--- src/rtl/alu_cmd_sequencer.sv ---
// Command-issue stage around a combinational ALU: buffers tagged commands in a
// FIFO, presents the head to the ALU and captures results into a response slot.
module alu_cmd_sequencer #(
  parameter int DEPTH  = 4,
  parameter int DATA_W = 8,
  parameter int TAG_W  = 4
) (
  input  logic                         clk,
  input  logic                         rst_n,
  input  logic                         flush,
  input  logic                         cmd_valid,
  output logic                         cmd_ready,
  input  logic [1:0]                   cmd_opcode,
  input  logic [DATA_W-1:0]            cmd_a,
  input  logic [DATA_W-1:0]            cmd_b,
  input  logic [TAG_W-1:0]             cmd_tag,
  output logic [1:0]                   alu_opcode,
  output logic [DATA_W-1:0]            alu_a,
  output logic [DATA_W-1:0]            alu_b,
  input  logic [DATA_W-1:0]            alu_result,
  output logic                         rsp_valid,
  input  logic                         rsp_ready,
  output logic [DATA_W-1:0]            rsp_result,
  output logic [TAG_W-1:0]             rsp_tag,
  output logic                         rsp_zero,
  output logic [$clog2(DEPTH+1)-1:0]   fifo_count
);

  localparam int PTR_W = $clog2(DEPTH);
  localparam int CNT_W = $clog2(DEPTH+1);

  logic [1:0]        mem_op  [DEPTH];
  logic [DATA_W-1:0] mem_a   [DEPTH];
  logic [DATA_W-1:0] mem_b   [DEPTH];
  logic [TAG_W-1:0]  mem_tag [DEPTH];

  logic [PTR_W-1:0] wr_ptr;
  logic [PTR_W-1:0] rd_ptr;
  logic             empty;
  logic             push;
  logic             pop;
  logic             slot_free;

  // cmd_ready depends on occupancy only, so no combinational path from rsp_ready.
  assign empty     = (fifo_count == '0);
  assign cmd_ready = (fifo_count < CNT_W'(DEPTH));
  assign push      = cmd_valid && cmd_ready;
  assign slot_free = !rsp_valid || rsp_ready;
  assign pop       = !empty && slot_free;

  always_comb begin
    alu_opcode = '0;
    alu_a      = '0;
    alu_b      = '0;
    if (!empty) begin
      alu_opcode = mem_op[rd_ptr];
      alu_a      = mem_a[rd_ptr];
      alu_b      = mem_b[rd_ptr];
    end
  end

  always_ff @(posedge clk) begin
    if (push && !flush) begin
      mem_op[wr_ptr]  <= cmd_opcode;
      mem_a[wr_ptr]   <= cmd_a;
      mem_b[wr_ptr]   <= cmd_b;
      mem_tag[wr_ptr] <= cmd_tag;
    end
  end

  always_ff @(posedge clk or negedge rst_n) begin
    if (!rst_n) begin
      wr_ptr     <= '0;
      rd_ptr     <= '0;
      fifo_count <= '0;
      rsp_valid  <= 1'b0;
      rsp_result <= '0;
      rsp_tag    <= '0;
      rsp_zero   <= 1'b0;
    end else if (flush) begin
      // Captured payload is deliberately kept; only the valid state is dropped.
      wr_ptr     <= '0;
      rd_ptr     <= '0;
      fifo_count <= '0;
      rsp_valid  <= 1'b0;
    end else begin
      if (push) wr_ptr <= wr_ptr + 1'b1;
      if (pop)  rd_ptr <= rd_ptr + 1'b1;
      if (push && !pop)
        fifo_count <= fifo_count + 1'b1;
      else if (pop && !push)
        fifo_count <= fifo_count - 1'b1;
      if (pop) begin
        rsp_valid  <= 1'b1;
        rsp_result <= alu_result;
        rsp_tag    <= mem_tag[rd_ptr];
        rsp_zero   <= (alu_result == '0);
      end else if (rsp_valid && rsp_ready) begin
        rsp_valid <= 1'b0;
      end
    end
  end

  a_no_push_full: assert property (@(posedge clk) disable iff (!rst_n)
    !(push && fifo_count == CNT_W'(DEPTH)));

  a_no_pop_empty: assert property (@(posedge clk) disable iff (!rst_n)
    !(pop && empty));

  a_rsp_hold: assert property (@(posedge clk) disable iff (!rst_n)
    (rsp_valid && !rsp_ready && !flush) |=>
      (rsp_valid && $stable(rsp_result) && $stable(rsp_tag) && $stable(rsp_zero)));

endmodule

--- config.mk ---
export PLATFORM = sky130hd
export DESIGN_NAME = alu_cmd_sequencer
export DESIGN_NICKNAME = d
export VERILOG_FILES = /design/src/rtl/alu_cmd_sequencer.sv
export SDC_FILE = /design/constraint.sdc
export NUM_CORES = 1
export LEC_CHECK = 0
export ABC_CLOCK_PERIOD_IN_PS = 3400
export CAP_MARGIN = 20
export CORE_MARGIN = 10
export CORE_UTILIZATION = 53
export CTS_BUF_LIST = sky130_fd_sc_hd__clkbuf_16
export DETAILED_ROUTE_END_ITERATION = 10
export DONT_BUFFER_PORTS = 1
export PLACE_DENSITY = 0.68
export RECOVER_POWER = 25
export SETUP_SLACK_MARGIN = 0.4
export SLEW_MARGIN = 20
export SYNTH_ARGS = -nofsm -noshare
export SYNTH_HDL_FRONTEND = slang
export SYNTH_SLANG_ARGS = --single-unit
--- constraint.sdc ---
create_clock -name clk -period 3.4 [get_ports clk]
set_clock_uncertainty 0.2 [all_clocks]
set_input_delay 0.51 -clock clk [delete_from_list [all_inputs] [get_ports clk]]
set_output_delay 0.51 -clock clk [all_outputs]
set_load 0.1 [all_outputs]
Word level (Yosys, flattened, before mapping)
Memory sizes are Yosys's and may differ from the RTL's. A register that Yosys moved wholly into a read port is not among the register bits.
Cells that the tools add are included.
W data, S select, Z words.
{"block": "word_totals", "register_bits": 17, "ram_bits": 88, "output_inout_bits": 36, "elab_cells": 51, "n_memories": 4}
{"name": "mem_a", "words": 4, "word_bits": 8, "rd": 1, "rd_clocked_by_memory_dff": 0, "wr": 1, "line": "33", "text": "logic [DATA_W-1:0] mem_a [DEPTH];"}
{"name": "mem_b", "words": 4, "word_bits": 8, "rd": 1, "rd_clocked_by_memory_dff": 0, "wr": 1, "line": "34", "text": "logic [DATA_W-1:0] mem_b [DEPTH];"}
{"name": "mem_tag", "words": 4, "word_bits": 4, "rd": 1, "rd_clocked_by_memory_dff": 1, "wr": 1, "line": "35", "text": "logic [TAG_W-1:0] mem_tag [DEPTH];"}
{"name": "mem_op", "words": 4, "word_bits": 2, "rd": 1, "rd_clocked_by_memory_dff": 0, "wr": 1, "line": "32", "text": "logic [1:0] mem_op [DEPTH];"}
{"block": "classes", "n_addsub": 4, "n_lt_le_gt_ge": 1, "n_mux": 15, "n_bitwise": 1, "reduce_logical": 20}
{"operator": "$mux W8", "count": 2}
{"operator": "$mux W2", "count": 5}
{"operator": "$mux W3", "count": 3}
{"operator": "$logic_not A8 Y1", "count": 1}
{"operator": "$logic_and A1 B1 Y1", "count": 6}
{"operator": "$logic_not A1 Y1", "count": 6}
{"operator": "$reduce_bool A3 Y1", "count": 2}
{"operator": "$mux W1", "count": 5}
{"operator": "$add A2 B1 Y2 const B", "count": 2}
{"operator": "$reduce_bool A2 Y1", "count": 2}
{"operator": "$add A3 B1 Y3 const B", "count": 1}
{"operator": "$logic_not A3 Y1", "count": 1}
{"operator": "$lt A3 B3 Y1 const B", "count": 1}
{"operator": "$sub A3 B1 Y3 const B", "count": 1}
{"operator": "$reduce_and A2 Y1", "count": 1}
{"operator": "$logic_or A1 B1 Y1", "count": 1}
{"operator": "$not A1 Y1", "count": 1}

Longest topological paths before layout
Gate-level depths: netlist of run 1.
{"block": "depth", "ltp_word": 7, "mapped_depth": 7, "depth_no_buf": 7}

Least setup slack after synthesis of run 1
Ideal clock, no wire load.
{"block": "synth_path", "kind": "reg2reg", "startpoint": "register fifo_count[2]", "endpoint": "memory mem_a[1][0], enable pin", "t_arrival_ns": 2.941, "required_time_ns": 2.767, "path_slack_ns": -0.174, "path_stages_with_launch": 4, "path_cell_list": "dfrtp_1 -> nand2b_1 -> buf_2 -> nor3b_1"}
{"block": "synth_between", "elab_chain_len": 5}
{"element": "start: declaration", "line": "26", "text": "output logic [$clog2(DEPTH+1)-1:0] fifo_count"}
{"element": "start signal: assignment", "line": "90", "text": "fifo_count <= fifo_count + 1'b1;"}
{"element": "start signal: assignment", "line": "92", "text": "fifo_count <= fifo_count - 1'b1;"}
{"element": "$lt A3 B3 Y1", "line": "46", "text": "assign cmd_ready = (fifo_count < CNT_W'(DEPTH));"}
{"element": "$logic_and A1 B1 Y1", "line": "47", "text": "assign push = cmd_valid && cmd_ready;"}
{"element": "$logic_and A1 B1 Y1", "line": "63", "text": "if (push && !flush) begin"}
{"element": "$mux W1", "line": "63"}
{"element": "$mux W1 (not written as such)", "line": "65", "text": "mem_a[wr_ptr] <= cmd_a;"}
{"element": "end: declaration", "line": "33"}
Every way passes these cells.

Final worst setup path of run 1
{"block": "layout_path", "startpoint": "register rd_ptr[0]", "endpoint": "output alu_a[2]"}
{"block": "layout_between", "elab_chain_len": 2}
{"element": "start: declaration", "line": "38", "text": "logic [PTR_W-1:0] rd_ptr;"}
{"element": "start signal: assignment", "line": "88", "text": "if (pop) rd_ptr <= rd_ptr + 1'b1;"}
{"element": "$mem_v2 Z4 W8"}
{"element": "$mux W8", "line": "55", "text": "if (!empty) begin"}
{"element": "end: declaration", "line": "18", "text": "output logic [DATA_W-1:0] alu_a,"}
Every way passes these cells.

==> flow_summary.ini, run 1 <==
[worst_setup_path]
required_arrival_time_at_the_worst_endpoint_ns = 2.69
worst_path_dominant_cell_family = flip-flops
worst_ep_arrival_time_ns = 2.12
end_kind = primary output
max_stage_delay_ns = 0.64
critical_path.slowest_cell = sky130_fd_sc_hd__dfrtp_2
crit_path_max_fanout = 13
crit_buf_inv = 2
setup.worst_path.class = flop to primary output
r2r_setup_slack_ns = 1.00
critical_path.cell_chain = buf_12 -> mux4_2 -> nor2b_2 -> buf_4
timing.critical_path.from_type = flop

[sta]
rsz0062_at_grt = false
whs_ns = 0.0335
timing.final.hold_violations = 0
max_slew_margin = 0.336
setup_viol_count_final = 0
slew_violations = 0
final_min_period_over_clock_period = 0.833
post-route-min-period_ns = 2.83
worstMarginPinSlew_ns = 0.992
max_clock_freq_ghz = 0.353

[run_status]
outcome = finished, final reports clean

[synth]
syn_area_um2 = 4330
ys.warnings.count = 0
post_synth_inst_count = 223
synth_seq_area_share = 0.731
post-synth-top-count-cell = sky130_fd_sc_hd__edfxtp_1
synth-async-reset-ratio = 0.193
syn_area_per_cell_um2 = 19.4
ys_types = 32
synth_edf_count = 88
synth_commonest_cells = sky130_fd_sc_hd__edfxtp_1 (88), sky130_fd_sc_hd__mux4_2 (22), sky130_fd_sc_hd__dfrtp_1 (21)
synth.largest_area_cell = sky130_fd_sc_hd__edfxtp_1
synth_fp_nets = 263
synthTopCellsByArea = sky130_fd_sc_hd__edfxtp_1 (61%), sky130_fd_sc_hd__dfrtp_1 (12%), sky130_fd_sc_hd__mux4_2 (11%)
synth_seq_cells = 109
ys_dominant_reg_cell = sky130_fd_sc_hd__edfxtp_1
synth_top_cell_area_share = 0.610

[clock_tree]
postCtsResizedCells = 0
worst_skew_pair.late_latency_ns = 0.33
cts_tree = done
clk_root_buffer_cell = sky130_fd_sc_hd__clkbuf_16
cts_htree_levels = 3
clock_sinks = 109
clk_transition_reported_paths_ns = 0.07
cts_made_buffers = 9
cts_buffer_depth = 2

[placement]
post-place-cells = 346
gp_routability_congestion = 0.775
number_of_i_o_port_buffers = 0
dp.final_hpwl_mm = 5.42

[global_route]
largest_net_degree_at_the_start_of_global_routing = 24
grt_first_pass_wirelength_mm = 12.9
grt_pass1_vias = 2351
gr-total-overflow = 0
antenna_found_initial = 0
grt_util_all_layers = 0.133

[route]
drc = 0
dr_total_vias = 2110
routed_wire_length_per_instance_um = 22.3
first_pass_iters = 4
ant_nets = 0
via_per_inst = 5.81
drt_wl_total_mm = 8.08
detailedRoute.firstIterationViolations = 62

[final_layout]
final_cell_count_no_fill = 363
layout.nets = 296
fraction_of_final_layout_cells_sized_beyond_drive_strength_1 = 0.418
synthesis_to_finish_area_growth_pct = 15.6
num_antenna_cells = 0

[die]
core_area_um2 = 7850
die-height_um = 110
design.portCount = 71
placementRows = 32
start_util = 0.552
dieArea_um2 = 12200
dieWidth_um = 110

[hold_path]
hp-class = input pin to flop

[job]
drv_cap = 0
cells by family after synthesis:
family | synth area share
DFF | 0.731
muxes | 0.150
AOI/OAI and AO/OA | 0.0156
xor gates and xnor gates | 0.00607
and+or+nand+nor | 0.0638
buffers and inverters | 0.0165
adders and majority gates | 0.0162
worst reg2reg max path, delay by kind of cell, from the launching register on:
family          cells  cell delay (ns)
simple gates        3             1.08
compound gates      1             0.15
fa+ha+maj           1             0.42
flops               1             0.48
layout by cell type (no fill, tap or decap), types with 2 or more instances in the layout:
master and n:
sky130_fd_sc_hd__a21oi_1 5, sky130_fd_sc_hd__buf_4 30, sky130_fd_sc_hd__clkbuf_16 9, sky130_fd_sc_hd__clkinv_4 2, sky130_fd_sc_hd__dfrtp_1 20, sky130_fd_sc_hd__edfxtp_1 88
sky130_fd_sc_hd__ha_1 4, sky130_fd_sc_hd__inv_1 7, sky130_fd_sc_hd__mux2_2 13, sky130_fd_sc_hd__mux4_2 22, sky130_fd_sc_hd__nand2b_1 2, sky130_fd_sc_hd__nor2_1 7
sky130_fd_sc_hd__nor2b_2 18, sky130_fd_sc_hd__nor3b_2 4, sky130_fd_sc_hd__nor4_1 2, sky130_fd_sc_hd__o21ai_0 2, sky130_fd_sc_hd__xnor2_1 3
flip-flops by register name, summed over array words and instances (netlist names):
signal,count
mem_a,32
mem_b,32
mem_tag,16
mem_op,8
rsp_result,8
rsp_tag,4
fifo_count,3
rd_ptr,2
wr_ptr,2
rsp_valid,1
rsp_zero,1
repair_timing:
action                                  in CTS  in global routing
setup buffers                                0                  0
endpoints found under the setup margin       0                  0
hold buffers                                 1                  0
endpoints found under the hold margin       21                  0
final cells by class:
class                           count  area, µm²
Multi-Input combinational cell     98       1160
Sequential cell                   109       3170
Tap cell                          102        128
Clock buffer                        9        225
Timing Repair Buffer               32        255
Fill cell                         562       2840
Inverter                            6       22.5
Clock inverter                      7       50.0
worst paths after layout:
| kind | from | to | cells after the start |
|---|---|---|---|
| max | rd_ptr[0] | alu_a[2] | 4 |
| min | flush | rsp_valid | 1 |
| max reg2reg | fifo_count[2] | fifo_count[2] | 5 |
| min reg2reg | rsp_valid | rsp_valid | 2 |
| max in group asynchronous | rst_n | rd_ptr[0] | 1 |
| min in group asynchronous | rst_n | rsp_tag[0] | 1 |
per-stage QoR:
stage | setup TNS [ns] | area, µm² | setup slack, ns | util
6_report | 0 | 5010 | 0.569 | 0.638
5_1_grt | 0 | 5010 | 0.445 | 0.638
4_1_cts | 0 | 5010 | 0.534 | 0.638
3_5_place_dp | 0 | 4720 | 0.893 | 0.602
3_3_place_gp | 0 | 4720 | 0.910 | 0.602
2_1_floorplan | -14.99 | 4380 | -0.174 | -
routing by layer:
metal	GRT usage	vias to the layer above	share of wire
met4	0.0587	0	0.015
met5	0	-	0
met1	0.147	1090	0.38
met2	0.218	79	0.51
met3	0.0573	12	0.096
li1	-	929	-
Power of run 1 is not shown: default switching activity piles up to over one toggle a cycle in this logic, so the estimate is an artifact.
==> inputs of run 2 (changes only) <==
--- a/config.mk
+++ b/config.mk
@@ -5,7 +5,8 @@
 export SDC_FILE = /design/constraint.sdc
 export NUM_CORES = 1
 export LEC_CHECK = 0
-export ABC_CLOCK_PERIOD_IN_PS = 3400
+export ABC_AREA = 1
+export ABC_CLOCK_PERIOD_IN_PS = 2700
 export CAP_MARGIN = 20
 export CORE_MARGIN = 10
 export CORE_UTILIZATION = 53
==> constraint.sdc (replaced) <==
create_clock -name clk -period 2.7 [get_ports clk]
set_clock_uncertainty 0.2 [all_clocks]
set_input_delay 0.405 -clock clk [delete_from_list [all_inputs] [get_ports clk]]
set_output_delay 0.405 -clock clk [all_outputs]
set_load 0.1 [all_outputs]
==> flow_summary.ini, run 2 <==
[run_status]
outcome = finished, final reports clean

[synth]
simple_gate_share_of_the_synthesized_area = 0.144
synth_edf_count = 88
synth-async-reset-ratio = 0.193
yosys.area_share.adder = 0.0158
synth.largest_area_cell = sky130_fd_sc_hd__edfxtp_1
synth.mux.area_fraction = 0
ys_dominant_reg_cell = sky130_fd_sc_hd__edfxtp_1
syn_area_um2 = 4440
synth-xor-area-share = 0
synth_compound_gate_area_share = 0.0842
synthTopCellsByArea = sky130_fd_sc_hd__edfxtp_1 (59%), sky130_fd_sc_hd__dfrtp_1 (12%), sky130_fd_sc_hd__nor2_1 (7.3%)
post_synth_inst_count = 374
synth_commonest_cells = sky130_fd_sc_hd__edfxtp_1 (88), sky130_fd_sc_hd__nor2_1 (86), sky130_fd_sc_hd__nand2_1 (51)
ys_types = 27
post-synth-top-count-cell = sky130_fd_sc_hd__edfxtp_1
synth_top_cell_area_share = 0.595
synth_seq_area_share = 0.713
dominant_combinational_cell_family_by_area_after_synthesis = simple AND/OR/NAND/NOR gates
syn_area_per_cell_um2 = 11.9
ys.warnings.count = 0
synth_seq_cells = 109
synth_fp_nets = 414

[final_layout]
synthesis_to_finish_area_growth_pct = 32.2
fin_util = 0.719
layout.nets = 478
reg.largest.list = mem_a: 32 flops, mem_b: 32 flops, mem_tag: 16 flops
mostFrequentLayoutCell = sky130_fd_sc_hd__edfxtp_1
num_antenna_cells = 0
fraction_of_final_layout_cells_sized_beyond_drive_strength_1 = 0.215
final_cell_count_no_fill = 547
final_cell_mix = sky130_fd_sc_hd__edfxtp_1 (88), sky130_fd_sc_hd__nor2_1 (82), sky130_fd_sc_hd__nand2_1 (51)

[worst_setup_path]
worst_path_most_repeated_cell = sky130_fd_sc_hd__nor2_1
timing.critical_path.from_type = flop
crit_path_max_fanout = 8
max_stage_delay_ns = 0.57
critical_path.reg2reg.endpoint = fifo_count[2]
critical_path.cell_chain = clkbuf_16 -> nor2_1 -> nor2_1 -> o21ai_1 -> a21oi_2 -> buf_12
r2r_setup_slack_ns = 0.59
worst_setup_path_startpoint = rd_ptr[0]
critical_path.slowest_cell = sky130_fd_sc_hd__dfrtp_4
reg2reg_from = fifo_count[0]
worst_ep_arrival_time_ns = 1.75
setup.worst_path.class = flop to primary output
ff2ff_path_depth = 9
end_kind = primary output
required_arrival_time_at_the_worst_endpoint_ns = 2.10

[route]
via_per_inst = 5.47
detailedRoute.firstIterationViolations = 179
ant_nets = 0
first_pass_iters = 5
routed_wire_length_per_instance_um = 18.0
drt_wl_total_mm = 9.83
drc = 0
dr_total_vias = 2993

[global_route]
grt_util_all_layers = 0.159
grt_pass1_vias = 3173
grt_first_pass_wirelength_mm = 16.0
gr-total-overflow = 0
largest_net_degree_at_the_start_of_global_routing = 46
antenna_found_initial = 0

[clock_tree]
clk_root_buffer_cell = sky130_fd_sc_hd__clkbuf_16
cts_htree_levels = 3
cts_tree = done
worst_skew_pair.late_latency_ns = 0.34
cts_made_buffers = 9
clock_sinks = 109
cts_buffer_depth = 2
clk_transition_reported_paths_ns = 0.07

[placement]
number_of_i_o_port_buffers = 0
gp_routability_congestion = 0.803
post-place-cells = 492
post-place-ws_ns = 0.468
dp.final_hpwl_mm = 6.02

[sta]
worstMarginPinSlew_ns = 0.953
max_slew_margin = 0.363
final.setup.worst_slack_ns = 0.341
post-route-min-period_ns = 2.36
max_clock_freq_ghz = 0.424
rsz0062_at_grt = true
setup_viol_count_final = 0
slew_violations = 0
timing.final.hold_violations = 0
final_min_period_over_clock_period = 0.874
setup-tns-final_ns = 0

[die]
die-height_um = 112
dieWidth_um = 112
core_area_um2 = 8180
design.portCount = 71
dieArea_um2 = 12400
start_util = 0.544
placementRows = 33

[hold_path]
hold-path-cell-count = 3
hp-class = input pin to flop
hold_path.startpoint = flush
hold_end = fifo_count[0]

[job]
drv_cap = 0
[run 2: cell types whose count changed in the layout (fill, tap and decap cells not counted), sizes merged, moves of 6 or more]
cell | previous run | this run
mux2 | 13 | 0
a21oi | 5 | 21
mux4 | 22 | 0
dlygate4sd3 | 1 | 31
o21ai | 2 | 48
nand2 | 1 | 55
inv | 9 | 20
buf | 31 | 37
nor2b | 19 | 0
nor2 | 8 | 88
[run 2: area by class of cell]
| class | count | area [µm²] |
|---|---|---|
| clock buffers | 9 | 225 |
| clock inverters | 6 | 48.8 |
| fillers | 526 | 2300 |
| inverters | 18 | 114 |
| multi-input cells | 231 | 1270 |
| flip-flops and latches | 109 | 3180 |
| well taps | 105 | 131 |
| repair buffers | 69 | 903 |
[run 2: stage by stage]
step / hold WS [ns] / cell area (µm²)
final: 0.0172 / 5870
after global routing: 0.0254 / 5870
after CTS: 0.0138 / 5810
after detailed placement: -0.0899 / 5130
after global placement: -0.0899 / 5130
after floorplan: -0.0906 / 4650
[run 2: timing repair]
item | 4_1_cts | 5_1_grt
hold buffers | 31 | 0
pin swaps | 7 | 10
setup endpoints to repair | 18 | 24
cloned | 0 | 1
resized for setup | 19 | 13
hold endpoints to repair | 117 | 0
setup buffers | 5 | 3
[run 2: per-layer routing]
layer / wire length (µm) / vias to the layer above / global-route usage
met5: 0 / - / 0
met4: 167 / 0 / 0.0548
met3: 865 / 14 / 0.0553
met2: 5080 / 122 / 0.275
met1: 3720 / 1447 / 0.178
li1: - / 1410 / -
[run 2: logic make-up (layout without fill, tap and decap cells)]
logic type               after synthesis  count (layout)
flip-flops                           109             109
adder cells (fa/ha/maj)                5               5
AO/OA/AOI/OAI                         73              73
AND/OR/NAND/NOR                      153             153
buffers and inverters                 34             102
[run 2: worst max-delay path by stage]
stage | end | slack (ns)
global placement | mem_tag[3][0] | 0.49
finish | alu_a[7] | 0.34
global route | alu_a[5] | 0.28
detailed placement | mem_tag[3][0] | 0.47
floorplan | alu_a[0] | 0.27
CTS | alu_a[1] | 0.37
[run 2: critical path: cells and delay by family (launching register included)]
family | cells | cell delay (ns)
flops | 1 | 0.57
buf+inv | 2 | 0.40
compound gates | 2 | 0.29
simple gates | 2 | 0.14
Power of run 2 is left out for the same reason.
